## src/rtl/register_read_stage.sv

```systemverilog
// Register-read stage: reads operands from the architectural register file
// (with write-port bypass), issues data-memory reads for loads, and presents
// a registered bundle to execute. Owns the register file that the write stage
// updates through a dedicated port.
module register_read_stage #(
  parameter int NR = 4,
  parameter int W  = 32
) (
  input  logic         clock,
  input  logic         reset_n,
  input  logic         in_valid,
  output logic         in_hold,
  input  logic [W-1:0] d_pc,
  input  logic [W-1:0] d_adjustment_value,
  input  logic [4:0]   d_destination_register,
  input  logic [4:0]   d_left_register,
  input  logic [4:0]   d_right_register,
  input  logic [4:0]   d_address_register,
  input  logic [3:0]   d_operation,
  input  logic [1:0]   d_adjustment_operation,
  input  logic         d_has_flushed,
  input  logic         d_is_reading_memory,
  input  logic         d_is_writing_memory,
  input  logic         wr_enable,
  input  logic [4:0]   wr_register,
  input  logic [W-1:0] wr_value,
  output logic         mem_read,
  output logic [W-1:0] mem_address,
  input  logic [W-1:0] mem_data,
  input  logic         mem_data_valid,
  output logic         x_valid,
  input  logic         out_hold,
  output logic [W-1:0] x_pc,
  output logic [W-1:0] x_adjustment_value,
  output logic [W-1:0] x_left_value,
  output logic [W-1:0] x_right_value,
  output logic [4:0]   x_destination_register,
  output logic [4:0]   x_address_register,
  output logic [3:0]   x_operation,
  output logic [1:0]   x_adjustment_operation,
  output logic         x_has_flushed,
  output logic         x_is_writing_memory
);

  localparam int         IW     = (NR > 1) ? $clog2(NR) : 1;
  localparam logic [4:0] PC_IDX = 5'(NR - 2);

  typedef enum logic [1:0] {ACCEPT, LOAD_WAIT, LOAD_READY} state_t;

  state_t       state, next_state;
  logic [W-1:0] rf [NR];

  logic         free, load_new, start_load, data_arrive, load_cap, wr_ok;
  logic [W-1:0] left_op, right_op, addr_op, load_right;

  // Load bundle captured at accept; operands are frozen from this point on.
  logic [W-1:0] cap_pc_p1, cap_adj_p1, cap_left_p1, cap_right_p1;
  logic [4:0]   cap_dst_p1, cap_areg_p1;
  logic [3:0]   cap_op_p1;
  logic [1:0]   cap_aop_p1;
  logic         cap_wm_p1;

  // Index 0 and out-of-range indices read as zero, PC reads the decode PC,
  // everything else reads storage with the in-flight write bypassed in.
  function automatic logic [W-1:0] read_operand(
    input logic [4:0]   idx,
    input logic [W-1:0] pc,
    input logic [W-1:0] stored,
    input logic         byp_en,
    input logic [4:0]   byp_idx,
    input logic [W-1:0] byp_val
  );
    logic [W-1:0] r;
    if (idx == 5'd0)                          r = '0;
    else if (idx == PC_IDX)                   r = pc;
    else if ({27'd0, idx} >= 32'(NR))         r = '0;
    else if (byp_en && (byp_idx == idx))      r = byp_val;
    else                                      r = stored;
    return r;
  endfunction

  assign left_op  = read_operand(d_left_register, d_pc, rf[d_left_register[IW-1:0]],
                                 wr_enable, wr_register, wr_value);
  assign right_op = read_operand(d_right_register, d_pc, rf[d_right_register[IW-1:0]],
                                 wr_enable, wr_register, wr_value);
  assign addr_op  = read_operand(d_address_register, d_pc, rf[d_address_register[IW-1:0]],
                                 wr_enable, wr_register, wr_value);

  assign free  = !(x_valid && out_hold);
  assign wr_ok = wr_enable && (wr_register != 5'd0) && (wr_register != PC_IDX)
                 && ({27'd0, wr_register} < 32'(NR));
  // Data arriving this cycle goes straight to the output when the slot is free.
  assign load_right = data_arrive ? mem_data : cap_right_p1;

  // Next-state and handshake decode for the accept / load sequencing.
  always_comb begin
    next_state  = state;
    in_hold     = 1'b1;
    load_new    = 1'b0;
    start_load  = 1'b0;
    data_arrive = 1'b0;
    load_cap    = 1'b0;
    case (state)
      ACCEPT: begin
        in_hold = !free;
        if (in_valid && free) begin
          if (d_is_reading_memory && !d_has_flushed) begin
            start_load = 1'b1;
            next_state = LOAD_WAIT;
          end else begin
            load_new = 1'b1;
          end
        end
      end
      LOAD_WAIT: begin
        if (mem_data_valid) begin
          data_arrive = 1'b1;
          if (free) begin
            load_cap   = 1'b1;
            next_state = ACCEPT;
          end else begin
            next_state = LOAD_READY;
          end
        end
      end
      LOAD_READY: begin
        if (free) begin
          load_cap   = 1'b1;
          next_state = ACCEPT;
        end
      end
      default: next_state = ACCEPT;
    endcase
  end

  // State register.
  always_ff @(posedge clock or negedge reset_n) begin
    if (!reset_n) state <= ACCEPT;
    else          state <= next_state;
  end

  // Register file write port; index 0, PC and out-of-range writes are dropped.
  always_ff @(posedge clock or negedge reset_n) begin
    if (!reset_n) begin
      for (int i = 0; i < NR; i++) rf[i] <= '0;
    end else if (wr_ok) begin
      rf[wr_register[IW-1:0]] <= wr_value;
    end
  end

  // Stage p1: load capture and memory request.
  always_ff @(posedge clock or negedge reset_n) begin
    if (!reset_n) begin
      mem_read     <= 1'b0;
      mem_address  <= '0;
      cap_pc_p1    <= '0;
      cap_adj_p1   <= '0;
      cap_left_p1  <= '0;
      cap_right_p1 <= '0;
      cap_dst_p1   <= '0;
      cap_areg_p1  <= '0;
      cap_op_p1    <= '0;
      cap_aop_p1   <= '0;
      cap_wm_p1    <= 1'b0;
    end else begin
      if (start_load) begin
        mem_read    <= 1'b1;
        mem_address <= addr_op;
        cap_pc_p1   <= d_pc;
        cap_adj_p1  <= d_adjustment_value;
        cap_left_p1 <= left_op;
        cap_dst_p1  <= d_destination_register;
        cap_areg_p1 <= d_address_register;
        cap_op_p1   <= d_operation;
        cap_aop_p1  <= d_adjustment_operation;
        cap_wm_p1   <= d_is_writing_memory;
      end
      if (data_arrive) begin
        mem_read     <= 1'b0;
        cap_right_p1 <= mem_data;
      end
    end
  end

  // Stage p2: output bundle to execute, held while execute stalls.
  always_ff @(posedge clock or negedge reset_n) begin
    if (!reset_n) begin
      x_valid                <= 1'b0;
      x_pc                   <= '0;
      x_adjustment_value     <= '0;
      x_left_value           <= '0;
      x_right_value          <= '0;
      x_destination_register <= '0;
      x_address_register     <= '0;
      x_operation            <= '0;
      x_adjustment_operation <= '0;
      x_has_flushed          <= 1'b0;
      x_is_writing_memory    <= 1'b0;
    end else if (load_new) begin
      x_valid                <= 1'b1;
      x_pc                   <= d_pc;
      x_adjustment_value     <= d_adjustment_value;
      x_left_value           <= left_op;
      x_right_value          <= right_op;
      x_destination_register <= d_destination_register;
      x_address_register     <= d_address_register;
      x_operation            <= d_operation;
      x_adjustment_operation <= d_adjustment_operation;
      x_has_flushed          <= d_has_flushed;
      x_is_writing_memory    <= d_is_writing_memory && !d_has_flushed;
    end else if (load_cap) begin
      x_valid                <= 1'b1;
      x_pc                   <= cap_pc_p1;
      x_adjustment_value     <= cap_adj_p1;
      x_left_value           <= cap_left_p1;
      x_right_value          <= load_right;
      x_destination_register <= cap_dst_p1;
      x_address_register     <= cap_areg_p1;
      x_operation            <= cap_op_p1;
      x_adjustment_operation <= cap_aop_p1;
      x_has_flushed          <= 1'b0;
      x_is_writing_memory    <= cap_wm_p1;
    end else if (free) begin
      x_valid <= 1'b0;
    end
  end

endmodule

```

## config.mk

```make
export PLATFORM = sky130hd
export DESIGN_NAME = register_read_stage
export DESIGN_NICKNAME = d
export VERILOG_FILES = /design/src/rtl/register_read_stage.sv
export SDC_FILE = /design/constraint.sdc
export NUM_CORES = 1
export LEC_CHECK = 0
export ABC_AREA = 0
export CAP_MARGIN = 10
export CORE_MARGIN = 4
export CORE_UTILIZATION = 40
export CTS_CLUSTER_SIZE = 20
export DETAILED_ROUTE_END_ITERATION = 10
export HOLD_SLACK_MARGIN = 0.1
export PLACE_DENSITY = 0.72
export SLEW_MARGIN = 20
export SYNTH_ARGS = -nofsm -noshare
export SYNTH_HDL_FRONTEND = slang
export SYNTH_SLANG_ARGS = --single-unit
```

## constraint.sdc

```tcl
create_clock -name clock -period 2.56 [get_ports clock]
set_input_delay 0.256 -clock clock [delete_from_list [all_inputs] [get_ports clock]]
set_output_delay 0.256 -clock clock [all_outputs]
set_load 0.01 [all_outputs]
```

==> flow_metrics.env, run 1 <==
export IMPL_required_ns=3.02
export IMPL_r2r_end="x_right_value[3]$_DFFE_PN0P_"
export IMPL_cts_resized=0
export IMPL_worst_slew_pin_slew_ns=0.8371
export IMPL_post_cts_buffers=0
export IMPL_grt_max_degree=94
export IMPL_fp_dieH_um=242.1
export IMPL_relSlewSlack_pct=44.19
export IMPL_hold_buffers=1
export IMPL_dr_pass1_iters=5
export IMPL_cts_root_buf="clkbuf_16"
export IMPL_synth_avg_cell_area_um2=10.32
export IMPL_overflow=0
export IMPL_clockBufferDepth=3
export IMPL_final_hold_violation_count=0
export IMPL_num_rows=85
export IMPL_grt_pass1_vias=18310
export IMPL_dieArea_um2=58610
export IMPL_maxCapViolCount=0
export IMPL_clockPowerShare_pct=24.6
export IMPL_grt_antenna_before_repair=6
export IMPL_arrival_ns=2.91
export IMPL_clk_latency_ns=0.59
export IMPL_yosysTopAreaCellShare_pct=51.94
export IMPL_vias=17760
export IMPL_cts_tree="done"
export IMPL_synth_yosys_seq_area_share_pct=51.94
export IMPL_drive_gt1_share_pct=16.85
export IMPL_share_seq_of_total_power_pct=38.0
export IMPL_ant_nets=0
export IMPL_end_kind="flop"
export IMPL_top_register="rf"
export IMPL_syn_area_um2=21920
export IMPL_start_util_pct=40.57
export IMPL_viasPerCell=5.724
export IMPL_cp_max_fo=84
export IMPL_cp_start_kind="flop"
export IMPL_ys_flop_type="dfrtp_1"
export IMPL_async_flop_share_pct=100.0
export IMPL_placed_cells=3009
export IMPL_post_route_util_pct=51.63
export IMPL_timing_final_crit_period_ns=2.447
export IMPL_h_tree_depth=2
export IMPL_track_usage_pct=23.42
export IMPL_p_comb_share_pct=37.4
export IMPL_fin_cells=3102
export IMPL_clock_sinks=455
export IMPL_r2r_start="state[1]$_DFFE_PN0P_"
export IMPL_powerDensity_nw_per_um2=1075
export IMPL_synthCells=2124
export IMPL_synth_area_leaders="dfrtp_1 52%, nand2_1 9.8%, mux2_2 6.7%"
export IMPL_p_sw_mw=10.12
export IMPL_port_buffer_count=348
export IMPL_largest_reg_flops=128
export IMPL_crit_type="flop to flop"
export IMPL_die_w_um=242.1
export IMPL_synth_edf_count=0
export IMPL_min_path_type="input pin to flop"
export IMPL_period_share_pct=95.59
export IMPL_vdd_ir_drop_worst_v=0.0005365
export IMPL_fmax_mhz=408.6
export IMPL_syn_num_nets=2295
export IMPL_place_congestion=0.8017
export IMPL_endpoint="x_right_value[3]$_DFFE_PN0P_"
export IMPL_drcViolationCount=0
export IMPL_p_int_mw=19.85
export IMPL_finClkSkew_ns=0.02620
export IMPL_ys_types=45
export IMPL_dp_hpwl_um=46190
export IMPL_yosysTopAreaCell="dfrtp_1"
export IMPL_setup_viol=0
export IMPL_grt_pass1_wl_um=109400
export IMPL_ff2ff_path_depth=8
export IMPL_status="finished clean"
export IMPL_final_max_slew_viol_count=0
export IMPL_nets=2537
export IMPL_cts_buffers=50
export IMPL_core_area_um2=54030
export IMPL_synth_seq_cells=455
export IMPL_totalWireLength_um=70180
export IMPL_critPathLaunch="state[1]$_DFFE_PN0P_"
export IMPL_drtIter0Drc=1521
export IMPL_syn_to_final_growth_pct=27.26
export IMPL_routedWlPerCell_um=22.62
export IMPL_rsz0062_at_grt="no"
export IMPL_clkSlewWorstSetupHoldPaths_ns=0.06
export IMPL_p_leak_nw=12.37
export IMPL_switching_share_pct=33.77
export IMPL_synth_warning_count=0
export IMPL_r2r_setup_slack_ns=0.11
export IMPL_io_pins=349
-- cell type report --
type | instances | area (µm²)
Fill cell | 4583 | 26130
Sequential cell | 455 | 11390
Multi-Input combinational cell | 1433 | 9569
Timing Repair Buffer | 419 | 4354
Clock buffer | 70 | 1488
Tap cell | 696 | 870.8
Clock inverter | 20 | 196.4
Inverter | 7 | 26.28
Antenna cell | 2 | 5.005
-- critical path, stage by stage (launching register included) --
cell	delay, ns
dfrtp_1	0.38
inv_1	0.10
ha_1	0.23
a21bo_2	0.30
or3_4	0.49
buf_12	0.23
o21ai_0	0.24
o21a_1	0.20
a41oi_2	0.04
-- cells by family (layout without fill, tap and decap cells) --
group	after synthesis	count (layout)	synth area share [%]
muxes	257	257	16.75
xor gates and xnor gates	15	15	0.5994
adders and majority gates	3	3	0.1713
buffers and inverters	236	516	4.761
other	0	2	0
DFF	455	455	51.94
AOI/OAI and AO/OA	380	380	11.75
and+or+nand+nor	778	778	14.02
-- power by group through the flow --
stage | Clock [mW] | Sequential, mW | Combinational, mW
finish | 7.37 | 11.4 | 11.2
global route | 7.79 | 11.7 | 12.2
CTS | 7.50 | 11.4 | 11.3
detailed placement | 0 | 11.5 | 11.2
global placement | 0 | 11.4 | 10.9
floorplan | 0 | 11.7 | 5.39
-- synthesized netlist by cell type, types with 32 or more instances --
| cell | n |
|---|---|
| mux2i_1 | 33 |
| a21oi_1 | 67 |
| o21a_1 | 32 |
| o22ai_1 | 34 |
| nand2_1 | 570 |
| buf_2 | 51 |
| o21ai_0 | 33 |
| mux2_2 | 130 |
| and3_1 | 34 |
| clkbuf_1 | 157 |
| dfrtp_1 | 455 |
| nor2_1 | 150 |
| mux4_2 | 63 |
| a31oi_1 | 115 |
-- through the flow --
stage / total power [mW] / setup TNS [ns] / hold slack [ns] / area, µm² / setup slack, ns
4_1_cts: 30.17 / 0 / 0.2038 / 27890 / 0.1266
3_3_place_gp: 22.25 / -4.305 / 0.2779 / 26200 / -0.1830
3_5_place_dp: 22.66 / -4.653 / 0.2774 / 26200 / -0.1892
2_1_floorplan: 17.07 / 0 / -0.03959 / 21920 / 0.5041
5_1_grt: 31.64 / 0 / 0.2419 / 27890 / 0.01867
6_report: 29.98 / 0 / 0.2309 / 27900 / 0.1129
-- metal layers --
metal | vias to the layer above | GRT usage [%] | wire length, µm | part of all wire [%]
met1 | 9011 | 31.90 | 30150 | 43
met4 | 8 | 6.488 | 1588 | 2.3
li1 | 7842 | - | - | -
met2 | 779 | 37.89 | 33100 | 47
met3 | 117 | 5.457 | 5287 | 7.5
met5 | - | 0 | 58 | 0.083
-- worst min-delay path by stage --
stage	startpoint	endpoint	slack [ns]	cells after the start
floorplan	reset_n	cap_adj_p1[0]$_DFFE_PN0P_	-0.04	0
CTS	d_is_writing_memory	cap_wm_p1$_DFFE_PN0P_	0.20	3
finish	d_is_writing_memory	cap_wm_p1$_DFFE_PN0P_	0.23	3
global placement	reset_n	cap_adj_p1[10]$_DFFE_PN0P_	0.28	1
detailed placement	reset_n	cap_adj_p1[10]$_DFFE_PN0P_	0.28	1
global route	d_adjustment_value[27]	cap_adj_p1[27]$_DFFE_PN0P_	0.24	3
-- cell usage in the layout (no fill, tap or decap), drive strengths merged, types with 4 or more instances in the layout --
cell           count
mux2i             33
a21o              32
xor2              12
dfrtp            455
a21oi             67
nand2            570
clkbuf            70
a41oi             32
o21a              32
buf               76
mux2             161
mux4              63
and3              34
clkinv            12
inv                9
nor3               4
nor2             150
a221o             31
nor4               5
a31oi            115
clkdlybuf4s50    342
o22ai             34
o21ai             33
Power figures use the tool's default switching activity.
==> run 2, diff against run 1 <==
CTS_CLUSTER_DIAMETER = 30   (was default)
==> run 2 against run 1 <==
  * Global-route usage grew 0.83 points
  * Worst hold slack lost 0.040 ns
  * Die area is the same
  * Combinational power is essentially flat
  * Clock skew grew 0.0016 ns
  * Largest power group is now the clock network
  * Critical path depth is the same
  * Power grew 19%
==> flow_metrics.env, run 2 (synthesis results as in run 1) <==
export IMPL_cp_start_kind="flop"
export IMPL_drcViolationCount=0
export IMPL_dieArea_um2=58610
export IMPL_clock_sinks=455
export IMPL_hold_depth=3
export IMPL_critPathLaunch="state[0]$_DFFE_PN0P_"
export IMPL_fin_ws_ns=0.08910
export IMPL_grt_pass1_wl_um=113000
export IMPL_dp_hpwl_um=46190
export IMPL_cts_tree="done"
export IMPL_timing_final_crit_period_ns=2.471
export IMPL_layout_common_cells="568 x nand2_1, 455 x dfrtp_1, 342 x clkdlybuf4s50_1"
export IMPL_vias=18230
export IMPL_setup_viol=0
export IMPL_num_rows=85
export IMPL_rsz0062_at_grt="no"
export IMPL_worst_slew_pin_slew_ns=0.8261
export IMPL_start_util_pct=40.57
export IMPL_largest_reg_flops=128
export IMPL_vdd_ir_drop_worst_v=0.0006446
export IMPL_top_register="rf"
export IMPL_crit_type="flop to flop"
export IMPL_dr_pass1_iters=5
export IMPL_final_hold_violation_count=0
export IMPL_cts_resized=0
export IMPL_final_max_slew_viol_count=0
export IMPL_clockBufferDepth=3
export IMPL_routedWlPerCell_um=22.48
export IMPL_relSlewSlack_pct=44.93
export IMPL_grt_pass1_vias=19150
export IMPL_arrival_ns=3.02
export IMPL_period_share_pct=96.52
export IMPL_clkSlewWorstSetupHoldPaths_ns=0.05
export IMPL_clk_latency_ns=0.63
export IMPL_cts_root_buf="clkbuf_16"
export IMPL_grt_antenna_before_repair=7
export IMPL_hold_buffers=1
export IMPL_r2r_start="state[0]$_DFFE_PN0P_"
export IMPL_nets=2589
export IMPL_pre_cts_ws_ns=-0.1892
export IMPL_drive_gt1_share_pct=20.02
export IMPL_track_usage_pct=24.25
export IMPL_maxCapViolCount=0
export IMPL_postPlaceCellArea_um2=26200
export IMPL_post_route_util_pct=55.02
export IMPL_powerDensity_nw_per_um2=1200
export IMPL_port_buffer_count=348
export IMPL_viasPerCell=5.682
export IMPL_required_ns=3.11
export IMPL_io_pins=349
export IMPL_post_cts_buffers=0
export IMPL_fp_dieH_um=242.1
export IMPL_status="finished clean"
export IMPL_drtIter0Drc=1376
export IMPL_p_leak_nw=13.21
export IMPL_finalPower_mw=35.67
export IMPL_fmax_mhz=404.7
export IMPL_cts_buffers=102
export IMPL_core_area_um2=54030
export IMPL_die_w_um=242.1
export IMPL_worstHoldStart="d_adjustment_value[15]"
export IMPL_ant_nets=0
export IMPL_end_kind="flop"
export IMPL_setup_tns_ns=0
export IMPL_grt_max_degree=94
export IMPL_h_tree_depth=3
export IMPL_overflow=0
export IMPL_place_congestion=0.8017
export IMPL_finClkSkew_ns=0.02778
export IMPL_final_cell_area_um2=29730
export IMPL_syn_to_final_growth_pct=35.61
export IMPL_ff2ff_path_depth=8
export IMPL_layout_commonest_cell="nand2_1"
export IMPL_cp_max_fo=84
export IMPL_min_path_type="input pin to flop"
export IMPL_totalWireLength_um=72120
export IMPL_r2r_setup_slack_ns=0.09
[run 2: cell count changes in the layout (fill, tap and decap cells not counted), moves of 5 or more]
cell / delta
clkbuf_16: +52
inv_6: +8
clkinvlp_4: +14
clkinv_4: +13
bufinv_16: +5
clkbuf_1: +7
[run 2: layer usage]
| layer | vias up | global-route usage [%] | wire [µm] |
|---|---|---|---|
| li1 | 7996 | - | - |
| met1 | 9179 | 31.90 | 29790 |
| met2 | 894 | 38.69 | 33980 |
| met3 | 153 | 7.515 | 6571 |
| met4 | 6 | 7.598 | 1725 |
| met5 | - | 0 | 46 |
[run 2: cell type report]
| type | count | area (µm²) |
|---|---|---|
| Fill cell | 4426 | 24300 |
| Sequential cell | 455 | 11390 |
| Multi-Input combinational cell | 1433 | 9569 |
| Timing Repair Buffer | 419 | 4354 |
| Clock buffer | 129 | 2815 |
| Tap cell | 696 | 870.8 |
| Clock inverter | 65 | 694.4 |
| Inverter | 7 | 26.28 |
| Antenna cell | 4 | 10.01 |
[run 2: where the power goes]
group          total [mW]  leakage [nW]  internal, mW  switching (mW)
registers            11.4          5.73          9.80            1.64
logic                11.2          5.81          5.73            5.50
clock network        13.0          1.68          8.64            4.37
[run 2: worst max-delay path: stages, from the launching register on]
cell	delay [ns]
dfrtp_1	0.37
inv_1	0.07
ha_1	0.25
a21bo_2	0.28
or3_4	0.27
buf_12	0.34
o21ai_0	0.30
o21a_1	0.25
a41oi_1	0.18
[run 2: final timing paths]
check,to
min reg2reg,rf[59]$_DFFE_PN0P_
min,cap_adj_p1[15]$_DFFE_PN0P_
max,x_right_value[5]$_DFFE_PN0P_
max reg2reg,x_right_value[5]$_DFFE_PN0P_
max in group asynchronous,x_right_value[22]$_DFFE_PN0P_
min in group asynchronous,cap_adj_p1[3]$_DFFE_PN0P_
[run 2: stage by stage]
step	cells	hold slack (ns)
after floorplan	2124	-0.03959
after global placement	3009	0.2779
after detailed placement	3009	0.2774
after CTS	3204	0.1553
after global routing	3205	0.1885
final	3208	0.1910
==> patch: new RTL, config.mk and constraints of run 1 <==
Register the input `d_right_register` before use, cleared by the reset. The logic sees it one clock later. The other inputs are not delayed to match.
--- a/src/rtl/register_read_stage.sv
+++ b/src/rtl/register_read_stage.sv
@@ -47,6 +47,16 @@
 
   typedef enum logic [1:0] {ACCEPT, LOAD_WAIT, LOAD_READY} state_t;
 
+  logic [4:0] d_right_register_q;
+
+  always_ff @(posedge clock or negedge reset_n) begin
+    if (!reset_n) begin
+      d_right_register_q <= '0;
+    end else begin
+      d_right_register_q <= d_right_register;
+    end
+  end
+
   state_t       state, next_state;
   logic [W-1:0] rf [NR];
 
@@ -81,7 +91,7 @@
 
   assign left_op  = read_operand(d_left_register, d_pc, rf[d_left_register[IW-1:0]],
                                  wr_enable, wr_register, wr_value);
-  assign right_op = read_operand(d_right_register, d_pc, rf[d_right_register[IW-1:0]],
+  assign right_op = read_operand(d_right_register_q, d_pc, rf[d_right_register_q[IW-1:0]],
                                  wr_enable, wr_register, wr_value);
   assign addr_op  = read_operand(d_address_register, d_pc, rf[d_address_register[IW-1:0]],
                                  wr_enable, wr_register, wr_value);
Behaviour: not the same (Yosys sat finds a counterexample within 4 cycles, from zero or initial values and one cycle with reset_n low).
==> patch against run 1 <==
Cell area decreased by 0.26%; sequential cell count increased by 5; area after synthesis decreased by 2.2%; wire length increased by 1.4%; worst setup slack got worse by 0.034 ns; power decreased by 7.3%; hold slack got worse by 0.0038 ns; cell count decreased by 2.4%.
==> patch: results (changes against run 1) <==
Parameter                              Value

Status
  Result of the run    finished, final reports clean (unchanged)

Worst setup path
  Cell with the biggest individual delay on the critical path    sky130_fd_sc_hd__dfrtp_1 (was sky130_fd_sc_hd__or3_4)
  Reg2reg setup slack    0.08 ns (was 0.11 ns)
  Terminus of the critical flop-to-flop path    x_right_value[11] (was x_right_value[3])
  Arrival time at the worst endpoint    2.97 ns (was 2.91 ns)
  Maximum cell stage delay along the critical path    0.41 ns (was 0.49 ns)

GRT
  Via count of the first global-routing pass    17,768 (was 18,311)
  Met1 Use GR    32.7% (was 31.9%)
  Antenna violations before repair    5 (was 6)
  Largest net degree at the start of global routing    87 (was 94)
  First-pass GRT wire length    108 mm (was 109 mm)

Synthesis
  Share of synthesized cell area in full adder, half adder and majority cells    0.175% (was 0.171%)
  Portion of the post-synthesis area used by sequential elements    53.7% (was 51.9%)
  Xor-xnor portion of the synthesized cell area    0.613% (was 0.599%)
  Post-synth top cells    sky130_fd_sc_hd__dfrtp_1, sky130_fd_sc_hd__nand2_1, sky130_fd_sc_hd__clkbuf_1 (was sky130_fd_sc_hd__nand2_1, sky130_fd_sc_hd__dfrtp_1, sky130_fd_sc_hd__clkbuf_1)
  Mux share of post-synthesis cell area    17.0% (was 16.7%)
  Post-synth cell types    47 (was 45)

Drt
  Metal-1 WL    29.6 mm (was 30.1 mm)
  Starting DRT DRC Count    1,389 (was 1,521)
  Length of routed met3 wiring    5.83 mm (was 5.29 mm)

Placement
  Pre-CTS WS    -0.0456 ns (was -0.189 ns)
  Total instance count after detailed placement    2,928 (was 3,009)
  Estimated wirelength of the detail-placed design    46.4 mm (was 46.2 mm)

STA
  Final Critical Period    2.48 ns (was 2.45 ns)

Final layout
  Number of nets in the layout    2,469 (was 2,537)

Power and ir drop
  Maximum vdd drop    554 uV (was 536 uV)
  Logic gate share of total power    33.7% (was 37.4%)
  Part of the total power dissipated in the clock network    27.2% (was 24.6%)
  Logic power comb    9.35 mW (was 11.2 mW)
  Internal power of the cells    18.8 mW (was 19.9 mW)
patch: cell types whose count changed after synthesis, moves of 26 or more:
cell,run 1,this run
sky130_fd_sc_hd__nor3_1,4,30
sky130_fd_sc_hd__a22o_1,0,32
sky130_fd_sc_hd__a221o_1,31,57
sky130_fd_sc_hd__o21a_1,32,0
sky130_fd_sc_hd__a31oi_1,115,81
sky130_fd_sc_hd__mux4_2,63,32
sky130_fd_sc_hd__o221ai_1,0,27
sky130_fd_sc_hd__mux2_2,130,160
sky130_fd_sc_hd__nand2_1,570,418
sky130_fd_sc_hd__a21o_1,31,0
sky130_fd_sc_hd__o22ai_1,34,7
sky130_fd_sc_hd__mux2i_1,33,66
sky130_fd_sc_hd__a41oi_1,28,0
sky130_fd_sc_hd__nand3_1,3,33
patch: how the worst min path moves through the flow:
stage,to,slack [ns],cells past startpoint
CTS,d_right_register_q[0],0.18,1
detailed placement,x_pc[3],0.33,1
global placement,x_pc[3],0.32,1
global route,d_right_register_q[0],0.21,1
floorplan,cap_adj_p1[0],-0.04,0
finish,cap_wm_p1,0.23,3
patch: tightest hold or removal path, cell delays in order:
cell                              delay, ns
sky130_fd_sc_hd__clkdlybuf4s50_1       0.42
sky130_fd_sc_hd__nand2_1               0.06
sky130_fd_sc_hd__nand2_1               0.05
patch: layout make-up:
cell class                      count  area [sq um]
Fill cell                        4444         25000
Sequential cell                   460         11500
Multi-Input combinational cell   1333          9030
Timing Repair Buffer              449          4660
Clock buffer                       75          1530
Tap cell                          688           861
Clock inverter                     15           203
Inverter                            4          15.0
Antenna cell                        5          12.5
patch: repair_timing:
action,4_1_cts,5_1_grt
hold endpoints to repair,67,0
hold buffers,5,0
endpoints found under the setup margin,0,0
